===== src/rtl/btb_assoc.sv =====
// btb_assoc: 2-way set-associative branch target buffer with per-entry
// saturating direction counters, per-set LRU replacement and a multi-cycle
// flush engine that walks one set per cycle.
//
// Ports:
//   CLK, RSTn                  clock (posedge) / async active-low reset
//   rd_idx, rd_tag             combinational lookup request
//   found, taken, btbOut       lookup result (all zero on miss or while busy)
//   upd_valid, upd_idx, upd_tag, upd_target, upd_taken
//                              resolved-branch commit, applied on posedge
//   flush                      single-cycle pulse starting a table flush
//   busy                       flush in progress (lookups/commits suppressed)
//
// Optional feature, macro BTB_PERF_EN: adds 32-bit counters upd_cnt,
// upd_hit_cnt and mispred_cnt (reset to 0, cleared on flush acceptance).
//
// State | meaning
// ------+----------------------------------------------------
// IDLE  | normal operation, lookups and commits accepted
// FLUSH | clearing set[ptr_q] each cycle, busy=1

module btb_assoc #(
  parameter int IDX_W = 4,
  parameter int TAG_W = 6,
  parameter int TGT_W = 32,
  parameter int CTR_W = 2
) (
  input  logic             CLK,
  input  logic             RSTn,
  input  logic [IDX_W-1:0] rd_idx,
  input  logic [TAG_W-1:0] rd_tag,
  output logic             found,
  output logic             taken,
  output logic [31:0]      btbOut,
  input  logic             upd_valid,
  input  logic [IDX_W-1:0] upd_idx,
  input  logic [TAG_W-1:0] upd_tag,
  input  logic [31:0]      upd_target,
  input  logic             upd_taken,
  input  logic             flush,
  output logic             busy
`ifdef BTB_PERF_EN
  ,
  output logic [31:0]      upd_cnt,
  output logic [31:0]      upd_hit_cnt,
  output logic [31:0]      mispred_cnt
`endif
);

  localparam int SETS = 1 << IDX_W;
  localparam logic [CTR_W-1:0] CTR_MAX  = {CTR_W{1'b1}};
  localparam logic [CTR_W-1:0] CTR_WEAK = CTR_W'(2 ** (CTR_W - 1));
  localparam logic [IDX_W-1:0] LAST_SET = IDX_W'(SETS - 1);

  typedef enum logic {S_IDLE, S_FLUSH} state_t;

  state_t           state_q, state_d;
  logic [IDX_W-1:0] ptr_q, ptr_d;
  logic             flush_acc;
  logic             clear_en;

  logic             valid_q [SETS][2];
  logic [TAG_W-1:0] tag_q   [SETS][2];
  logic [CTR_W-1:0] ctr_q   [SETS][2];
  logic [TGT_W-1:0] tgt_q   [SETS][2];
  logic             lru_q   [SETS];

  // ---------------- flush FSM ----------------
  always_ff @(posedge CLK or negedge RSTn) begin
    if (!RSTn) begin
      state_q <= S_IDLE;
      ptr_q   <= '0;
    end else begin
      state_q <= state_d;
      ptr_q   <= ptr_d;
    end
  end

  always_comb begin
    state_d   = state_q;
    ptr_d     = ptr_q;
    flush_acc = 1'b0;
    clear_en  = 1'b0;
    case (state_q)
      S_IDLE: begin
        if (flush) begin
          state_d   = S_FLUSH;
          ptr_d     = '0;
          flush_acc = 1'b1;
        end
      end
      S_FLUSH: begin
        clear_en = 1'b1;
        if (ptr_q == LAST_SET) begin
          state_d = S_IDLE;
          ptr_d   = '0;
        end else begin
          ptr_d = ptr_q + IDX_W'(1);
        end
      end
      default: state_d = S_IDLE;
    endcase
  end

  assign busy = (state_q == S_FLUSH);

  // ---------------- lookup ----------------
  logic rh0, rh1, rd_way, rd_hit;

  assign rh0    = valid_q[rd_idx][0] && (tag_q[rd_idx][0] == rd_tag);
  assign rh1    = valid_q[rd_idx][1] && (tag_q[rd_idx][1] == rd_tag);
  assign rd_way = !rh0;  // way 0 wins when both ways match
  assign rd_hit = (rh0 || rh1) && !busy;

  assign found  = rd_hit;
  assign taken  = rd_hit && ctr_q[rd_idx][rd_way][CTR_W-1];
  assign btbOut = rd_hit ? 32'(tgt_q[rd_idx][rd_way]) : 32'd0;

  // ---------------- commit ----------------
  logic             commit;
  logic             uh0, uh1, u_hit, u_way, victim;
  logic [CTR_W-1:0] u_ctr, ctr_next;

  // A flush request in the same cycle wins over a commit.
  assign commit = upd_valid && !busy && !flush;

  assign uh0   = valid_q[upd_idx][0] && (tag_q[upd_idx][0] == upd_tag);
  assign uh1   = valid_q[upd_idx][1] && (tag_q[upd_idx][1] == upd_tag);
  assign u_hit = uh0 || uh1;
  assign u_way = !uh0;
  assign u_ctr = ctr_q[upd_idx][u_way];

  always_comb begin
    ctr_next = u_ctr;
    if (upd_taken) begin
      if (u_ctr != CTR_MAX) ctr_next = u_ctr + CTR_W'(1);
    end else begin
      if (u_ctr != '0) ctr_next = u_ctr - CTR_W'(1);
    end
  end

  // Fill an empty way first; only evict the LRU way when both are valid.
  always_comb begin
    if (!valid_q[upd_idx][0])      victim = 1'b0;
    else if (!valid_q[upd_idx][1]) victim = 1'b1;
    else                           victim = lru_q[upd_idx];
  end

  always_ff @(posedge CLK or negedge RSTn) begin
    if (!RSTn) begin
      for (int s = 0; s < SETS; s++) begin
        lru_q[s] <= 1'b0;
        for (int w = 0; w < 2; w++) begin
          valid_q[s][w] <= 1'b0;
          tag_q[s][w]   <= '0;
          ctr_q[s][w]   <= '0;
          tgt_q[s][w]   <= '0;
        end
      end
    end else if (clear_en) begin
      valid_q[ptr_q][0] <= 1'b0;
      valid_q[ptr_q][1] <= 1'b0;
      ctr_q[ptr_q][0]   <= '0;
      ctr_q[ptr_q][1]   <= '0;
      lru_q[ptr_q]      <= 1'b0;
    end else if (commit) begin
      if (u_hit) begin
        ctr_q[upd_idx][u_way] <= ctr_next;
        if (upd_taken) tgt_q[upd_idx][u_way] <= upd_target[TGT_W-1:0];
        lru_q[upd_idx] <= ~u_way;
      end else if (upd_taken) begin
        valid_q[upd_idx][victim] <= 1'b1;
        tag_q[upd_idx][victim]   <= upd_tag;
        tgt_q[upd_idx][victim]   <= upd_target[TGT_W-1:0];
        ctr_q[upd_idx][victim]   <= CTR_WEAK;
        lru_q[upd_idx]           <= ~victim;
      end
    end
  end

`ifdef BTB_PERF_EN
  // ---------------- performance counters ----------------
  logic mispred;

  // Prediction as the fetch stage would have seen it before this commit.
  assign mispred = u_hit ? ((u_ctr[CTR_W-1] != upd_taken) ||
                            (upd_taken && (tgt_q[upd_idx][u_way] != upd_target[TGT_W-1:0])))
                         : upd_taken;

  always_ff @(posedge CLK or negedge RSTn) begin
    if (!RSTn) begin
      upd_cnt     <= '0;
      upd_hit_cnt <= '0;
      mispred_cnt <= '0;
    end else if (flush_acc) begin
      upd_cnt     <= '0;
      upd_hit_cnt <= '0;
      mispred_cnt <= '0;
    end else if (commit) begin
      upd_cnt <= upd_cnt + 32'd1;
      if (u_hit)   upd_hit_cnt <= upd_hit_cnt + 32'd1;
      if (mispred) mispred_cnt <= mispred_cnt + 32'd1;
    end
  end
`endif

endmodule


===== config.mk =====
export PLATFORM = sky130hd
export DESIGN_NAME = btb_assoc
export DESIGN_NICKNAME = d
export VERILOG_FILES = /design/src/rtl/btb_assoc.sv
export SDC_FILE = /design/constraint.sdc
export NUM_CORES = 2
export LEC_CHECK = 0
export ABC_AREA = 0
export BUFFER_PORTS_ARGS = -buffer_cell sky130_fd_sc_hd__buf_2
export CAP_MARGIN = 20
export CORE_ASPECT_RATIO = 2
export CORE_UTILIZATION = 57
export CTS_CLUSTER_SIZE = 10
export DETAILED_ROUTE_END_ITERATION = 6
export PLACE_DENSITY = 0.76
export SLEW_MARGIN = 30
export SYNTH_ARGS = -nofsm -noshare
export SYNTH_HDL_FRONTEND = slang
export SYNTH_SLANG_ARGS = --single-unit

===== constraint.sdc =====
create_clock -name CLK -period 4.64 [get_ports CLK]
set_clock_uncertainty 0.15 [all_clocks]
set_input_delay 0.696 -clock CLK [delete_from_list [all_inputs] [get_ports CLK]]
set_output_delay 0.696 -clock CLK [all_outputs]
set_load 0.005 [all_outputs]

# Yosys cells after proc, flatten, opt, wreduce, memory -nomap -nowiden
# Cells that the tools add are included.
# op_classes
n_lt_le_gt_ge	10
eq_ne	8
bitwise	24
reduce_logical	26
n_addsub	3
n_mux	103
# ops
op	count
1024-bit 2-to-1 mux	3
1024-bit bitwise mux	2
64-bit demux with 4-bit select	2
64-bit 2-to-1 mux	8
32-bit 2-to-1 mux	10
64-bit binary-select mux with 4-bit select	1
192-bit bitwise mux	1
64-bit AND	2
64-bit inverter	2
32-bit AND	3
12-bit binary-select mux with 4-bit select	2
32-bit inverter	3
64-bit bitwise mux	1
32-bit demux with 1-bit select	2
4-bit demux with 4-bit select	4
16-bit 2-to-1 mux	4
32-bit OR	2
12-bit 2-to-1 mux	5
12-bit demux with 4-bit select	1
2-bit 2-to-1 mux	18
4-bit 2-to-1 mux	9
4-bit binary-select mux with 4-bit select	2
16-bit bitwise mux	2
2-bit demux with 4-bit select	3
33 further kinds	82
# totals
ff_bits	1333
word_cells	320
out_inout_bits	35

# Logic depth before layout (Yosys ltp)
# depth
depth_word	19
depth_mapped	17

# Worst setup path after synthesis
# Ideal clock, no wire load.
# synth_path
path_type	input-to-output
start	input port rd_idx[0]
end	output port btbOut[10]
path_slack_ns	0.067
n_path_buf	5
t_arrival_ns	3.727
stages	9
t_required_ns	3.794
cell_sequence	clkbuf_1 > buf_2 > clkbuf_1 > buf_1 > buf_1 > mux4_2 > mux4_2 > mux2i_1 > nor2_1
# synth_between
elab_chain_len	12
elab_cells_between_ends	22
# synth_rtl
element	line_no	rtl
from (decl)	30	input logic [IDX_W-1:0] rd_idx,
4-bit inverter with 5-bit output (not written as such) *	110, 111, 117	
12-bit binary-select mux with 4-bit select	110, 111	
12-bit 2-to-1 mux (not written as such) (2 in a row)	111	assign rh1 = valid_q[rd_idx][1] && (tag_q[rd_idx][1] == rd_tag);
6-bit == test	110	assign rh0 = valid_q[rd_idx][0] && (tag_q[rd_idx][0] == rd_tag);
1-bit logical AND	110	
1-bit logical NOT	112	assign rd_way = !rh0;
1-bit inverter with 2-bit output (not written as such)	117	assign btbOut = rd_hit ? 32'(tgt_q[rd_idx][rd_way]) : 32'd0;
32-bit 2-to-1 mux (not written as such) (3 in a row)	117	
32-bit 2-to-1 mux *	117	
to (decl)	34	output logic [31:0] btbOut,
# Mark *: on every way between the ends. The rest lies on a longest branch, timed or not. The select of a mux whose other input is x is not followed.

# Final worst setup path
# layout_path
start	register tag_q[10] (netlist name)
end	output port btbOut[3]
# layout_between
elab_chain_len	11
elab_cells_between_ends	13
# layout_rtl
element	line_no	rtl
from (decl)	63	logic [TAG_W-1:0] tag_q [SETS][2];
from (signal, indexed assignment)	173	tag_q[upd_idx][victim] <= upd_tag;
12-bit binary-select mux with 4-bit select *	110	
12-bit 2-to-1 mux * (2 in a row)	n/a	
6-bit == test *	110	
1-bit logical AND *	110	
1-bit logical NOT	112	
1-bit inverter with 2-bit output (not written as such)	117	
32-bit 2-to-1 mux (not written as such) (3 in a row)	117	
32-bit 2-to-1 mux *	117	
# Marked as above.

==> impl_summary.log <==
[metrics] core area: 112,000 um2
[metrics] number of input and output port buffers inserted: slightly above 90
[metrics] first drt pass iteration count: 6
[metrics] Die X-Extent: 240 um
[metrics] number of maximum-capacitance constraint violations: 0
[metrics] Post-Route Utilization: 0.655
[metrics] most frequent cells in the layout: sky130_fd_sc_hd__dfrtp_1 (1,333), sky130_fd_sc_hd__mux2_2 (1,123), sky130_fd_sc_hd__mux4_2 (473), sky130_fd_sc_hd__buf_4 (197), sky130_fd_sc_hd__clkbuf_16 (160)
[metrics] share of post-route cells with drive strength above 1: 0.513
[metrics] Worst Path Max Fanout: 15
[metrics] largest net degree at the start of global routing: between 100 and 150
[metrics] area of placed instances: 69,100 um2
[metrics] leading cell type in the layout, fill and taps excluded: sky130_fd_sc_hd__dfrtp_1
[metrics] Synth Warn #: 0
[metrics] number of remaining DRC errors: 0
[metrics] areal power density over the cells: 368 nW/um2
[metrics] cell depth of the worst flop-to-flop path: 13
[metrics] global-route congestion overflow total: 0
[metrics] cells traversed along the worst timing path: mux4_2, mux4_2, xnor2_1, nand4_1, nor2_4, buf_12, buf_12, mux2i_2, nor2_4, buf_2
[metrics] routed len/inst: 31.5 um
[metrics] first-pass GRT wire length: roughly 280 mm
[metrics] Worst Hold Margin: 33.8 ps
[metrics] worst hold path startpoint: flush
[metrics] clock latency on the worst-skew pair: between 700 and 800 ps
[metrics] effective utilization at floorplan: 0.575
[metrics] most area-hungry cell type in the Yosys netlist: sky130_fd_sc_hd__dfrtp_1
[metrics] Gate Count Post-Synth: 4,230
[metrics] maximum root-to-sink buffer count: 3
[metrics] FF-to-FF setup slack: 660 ps
[metrics] Reg-to-Reg End: tgt_q[718]$_DFFE_PN0P_
[metrics] largest voltage drop on the vdd net: 0.000394 V
[metrics] Hold Path Class: primary input to flip-flop
[metrics] H-tree Lvls: 4
[metrics] upper clock frequency limit: ~220 MHz
[metrics] net total in the final layout: roughly 4.4k
[metrics] final-report max-slew violation count: 0
[metrics] Final ANT Viol Nets: 0
[metrics] Post-Route WL: 186 mm
[metrics] fill cell instance count of the final layout: between 7k and 8k
[metrics] initial antenna violation count: 9
[metrics] total track usage: 0.338
[metrics] capturing element type of the critical path: primary output
[metrics] dominant cells by area after synthesis: sky130_fd_sc_hd__dfrtp_1 (52%), sky130_fd_sc_hd__mux2_2 (20%), sky130_fd_sc_hd__mux4_2 (16%)
[metrics] die extent in y: between 400 and 500 um
[metrics] cell with the largest stage delay on the worst path: sky130_fd_sc_hd__mux4_2
[metrics] Sinks on Clock Net: 1,333
[metrics] average footprint of a synthesized cell: 15.3 um2
[metrics] CP Launch Type: flip-flop
[metrics] count of boundary I/O pins: 92
[metrics] area overhead of the layout relative to synthesis: 13.8%
[metrics] Worst Tran Pin Value: 1110 ps
[metrics] class of the most critical setup path: flip-flop to primary output
[metrics] fraction of post-synthesis cell area in the top cell type by area: 0.516
[metrics] fraction of the yosys area taken by sequential cells: 0.516
[metrics] number of enable flip-flop cells after synthesis: 0
[metrics] TritonCTS buffer count: 151
[metrics] Min-Delay Endpoint: busy$_DFF_PN0_
[metrics] routed via count: 40.0k
[metrics] final setup violation count: 0
[metrics] HPWL reported at the end of detailed placement: about 120 mm
[metrics] critical register-to-register path startpoint: tag_q[101]$_DFFE_PN0P_
[metrics] DRC violation total after the first TritonRoute iteration: 3,346
[metrics] number of global-route vias before repair: 43.8k
[metrics] clock tree from TritonCTS: built
[metrics] Worst path top cell family by delay: multiplexers
[metrics] status: complete, no violations
[metrics] count of unique library cells instantiated by Yosys: 72
[metrics] synthesized net count: roughly 4.3k
[metrics] FFs w/ async S/R, synth: 1.00
[metrics] leakage power summed over all cells: 35.0 nW
[metrics] final critical path time including I/O delays and setup: 4570 ps
[metrics] count of buffering cells on the critical path with inverters included: 3
[metrics] buffer type at the clock tree root: sky130_fd_sc_hd__clkbuf_16
[metrics] Rel. slew slack: 0.260
[metrics] delay of the slowest cell on the worst path: 590 ps
[metrics] # rows: about 170
[metrics] cell area after layout: 73,600 um2
[metrics] count of cells along the worst hold path: 3
[metrics] clock input transition at the sequential cells of the worst setup and hold paths: about 50 ps
[metrics] hold violation total from the final report: 0
[metrics] detail-routed via count per cell: 6.78
[metrics] required time at the endpoint of the critical path: around 3800 ps
[metrics] Final GP Congestion: between 1 and 1.5
[metrics] final period utilization: 0.985
[metrics] total standard cell area after synthesis: between 60,000 and 70,000 um2
[metrics] area of the die: 115,000 um2
[metrics] most used flip-flop cell after synthesis: sky130_fd_sc_hd__dfrtp_1
[metrics] Seq cells post-synth: about 1.3k
[metrics] Arrival @ worst endpoint: 3720 ps
==> Yosys cell counts (13+ instances only) <==
cell	n
sky130_fd_sc_hd__nor3_1	14
sky130_fd_sc_hd__buf_4	40
sky130_fd_sc_hd__xnor2_1	17
sky130_fd_sc_hd__dfrtp_1	1333
sky130_fd_sc_hd__nor2_1	82
sky130_fd_sc_hd__o21ai_0	45
sky130_fd_sc_hd__nand2_1	139
sky130_fd_sc_hd__buf_1	54
sky130_fd_sc_hd__o22ai_1	13
sky130_fd_sc_hd__mux2_2	1123
sky130_fd_sc_hd__nand3_2	20
sky130_fd_sc_hd__o211ai_1	33
sky130_fd_sc_hd__mux2i_1	65
sky130_fd_sc_hd__nand3_1	49
sky130_fd_sc_hd__a22oi_1	15
sky130_fd_sc_hd__mux2_1	95
sky130_fd_sc_hd__o31ai_1	25
sky130_fd_sc_hd__o221ai_1	19
sky130_fd_sc_hd__nor3_4	13
sky130_fd_sc_hd__inv_1	41
sky130_fd_sc_hd__a31oi_1	16
sky130_fd_sc_hd__a21oi_1	34
sky130_fd_sc_hd__mux4_2	473
sky130_fd_sc_hd__buf_2	99
sky130_fd_sc_hd__clkbuf_1	203
==> state kept, by name (all words and copies together) (netlist names) <==
| register | flops |
|---|---|
| busy | 1 |
| tag_q | 192 |
| valid_q | 32 |
| tgt_q | 1024 |
| ptr_q | 4 |
| lru_q | 16 |
| ctr_q | 64 |
==> layout make-up <==
type                       count  area (um2)  share of cell area
sequential                  1333       33400               0.453
multi-input combinational   2456       29700               0.404
clock inverter                 6        90.1             0.00122
clock buffer                 165        4010              0.0545
antenna                        5        12.5            0.000170
inverter                      42         158             0.00214
timing repair buffer         404        4370              0.0594
tap                         1496        1870              0.0254
==> routing by layer <==
| layer | track usage | part of all wire | vias to the layer above |
|---|---|---|---|
| li1 | - | - | 16200 |
| met2 | 0.568 | 0.51 | 1560 |
| met5 | 0 | 0.00025 | - |
| met4 | 0.238 | 0.084 | 8 |
| met1 | 0.387 | 0.35 | 21500 |
| met3 | 0.0620 | 0.055 | 728 |
==> stage by stage <==
step / setup TNS [ps] / std cells / setup WS, ps / total power [mW]
floorplan: 0 / 4230 / 67.1 / 15.1
global placement: -7080 / 5712 / -465 / 16.4
detailed placement: -8920 / 5713 / -445 / 16.6
CTS: 0 / 5887 / 2.13 / 27.1
global route: -45.9 / 5903 / -40.3 / 27.9
finish: 0 / 5907 / 71.9 / 27.1
==> power by group <==
part           switching [mW]  internal (mW)  leakage, nW
Clock                    4.55           6.04         2.01
Sequential              0.517           12.4         18.5
Combinational            2.05           1.56         14.5
==> worst register-to-register path, cell delays in order (launching register included) <==
cell and delay [ps]:
sky130_fd_sc_hd__dfrtp_1 400, sky130_fd_sc_hd__mux4_2 480, sky130_fd_sc_hd__mux2i_1 150, sky130_fd_sc_hd__buf_4 160, sky130_fd_sc_hd__nor4b_1 440, sky130_fd_sc_hd__a41o_1 160, sky130_fd_sc_hd__o22ai_1 170, sky130_fd_sc_hd__nor3_2 170
sky130_fd_sc_hd__buf_4 190, sky130_fd_sc_hd__o21ai_4 70, sky130_fd_sc_hd__buf_12 190, sky130_fd_sc_hd__nor3_4 420, sky130_fd_sc_hd__buf_12 300, sky130_fd_sc_hd__mux2_2 410
==> timing repair <==
| action | CTS | global route |
|---|---|---|
| hold buffers | 1 | 0 |
| cloned | 0 | 1 |
| pin swaps | 1 | 4 |
| gates resized for setup | 8 | 19 |
| endpoints found under the setup margin | 34 | 23 |
| hold endpoints to repair | 113 | 0 |
| buffers inserted | 2 | 13 |
==> how the worst max path moves through the flow <==
stage,end,from,cells after the start,slack [ps]
floorplan,btbOut[10],rd_idx[0],9,70
global placement,btbOut[2],rd_idx[0],14,-470
detailed placement,btbOut[2],rd_idx[0],13,-440
CTS,btbOut[4],rd_idx[0],13,2
global route,btbOut[3],tag_q[10]$_DFFE_PN0P_,10,-40
finish,btbOut[3],tag_q[10]$_DFFE_PN0P_,10,70
==> kinds of logic (layout without fill, tap and decap cells) <==
logic type / count (synthesis) / count (layout) / synth area share
DFF: 1333 / 1333 / 0.516
adders and majority gates: 8 / 8 / 0.00139
and+or+nand+nor: 394 / 394 / 0.0324
other: 0 / 5 / 0
xor gates and xnor gates: 21 / 21 / 0.00284
muxes: 1756 / 1756 / 0.387
buffers and inverters: 441 / 617 / 0.0301
AOI/OAI and AO/OA: 277 / 277 / 0.0303
Note: power is estimated with default switching activity, not from simulation.
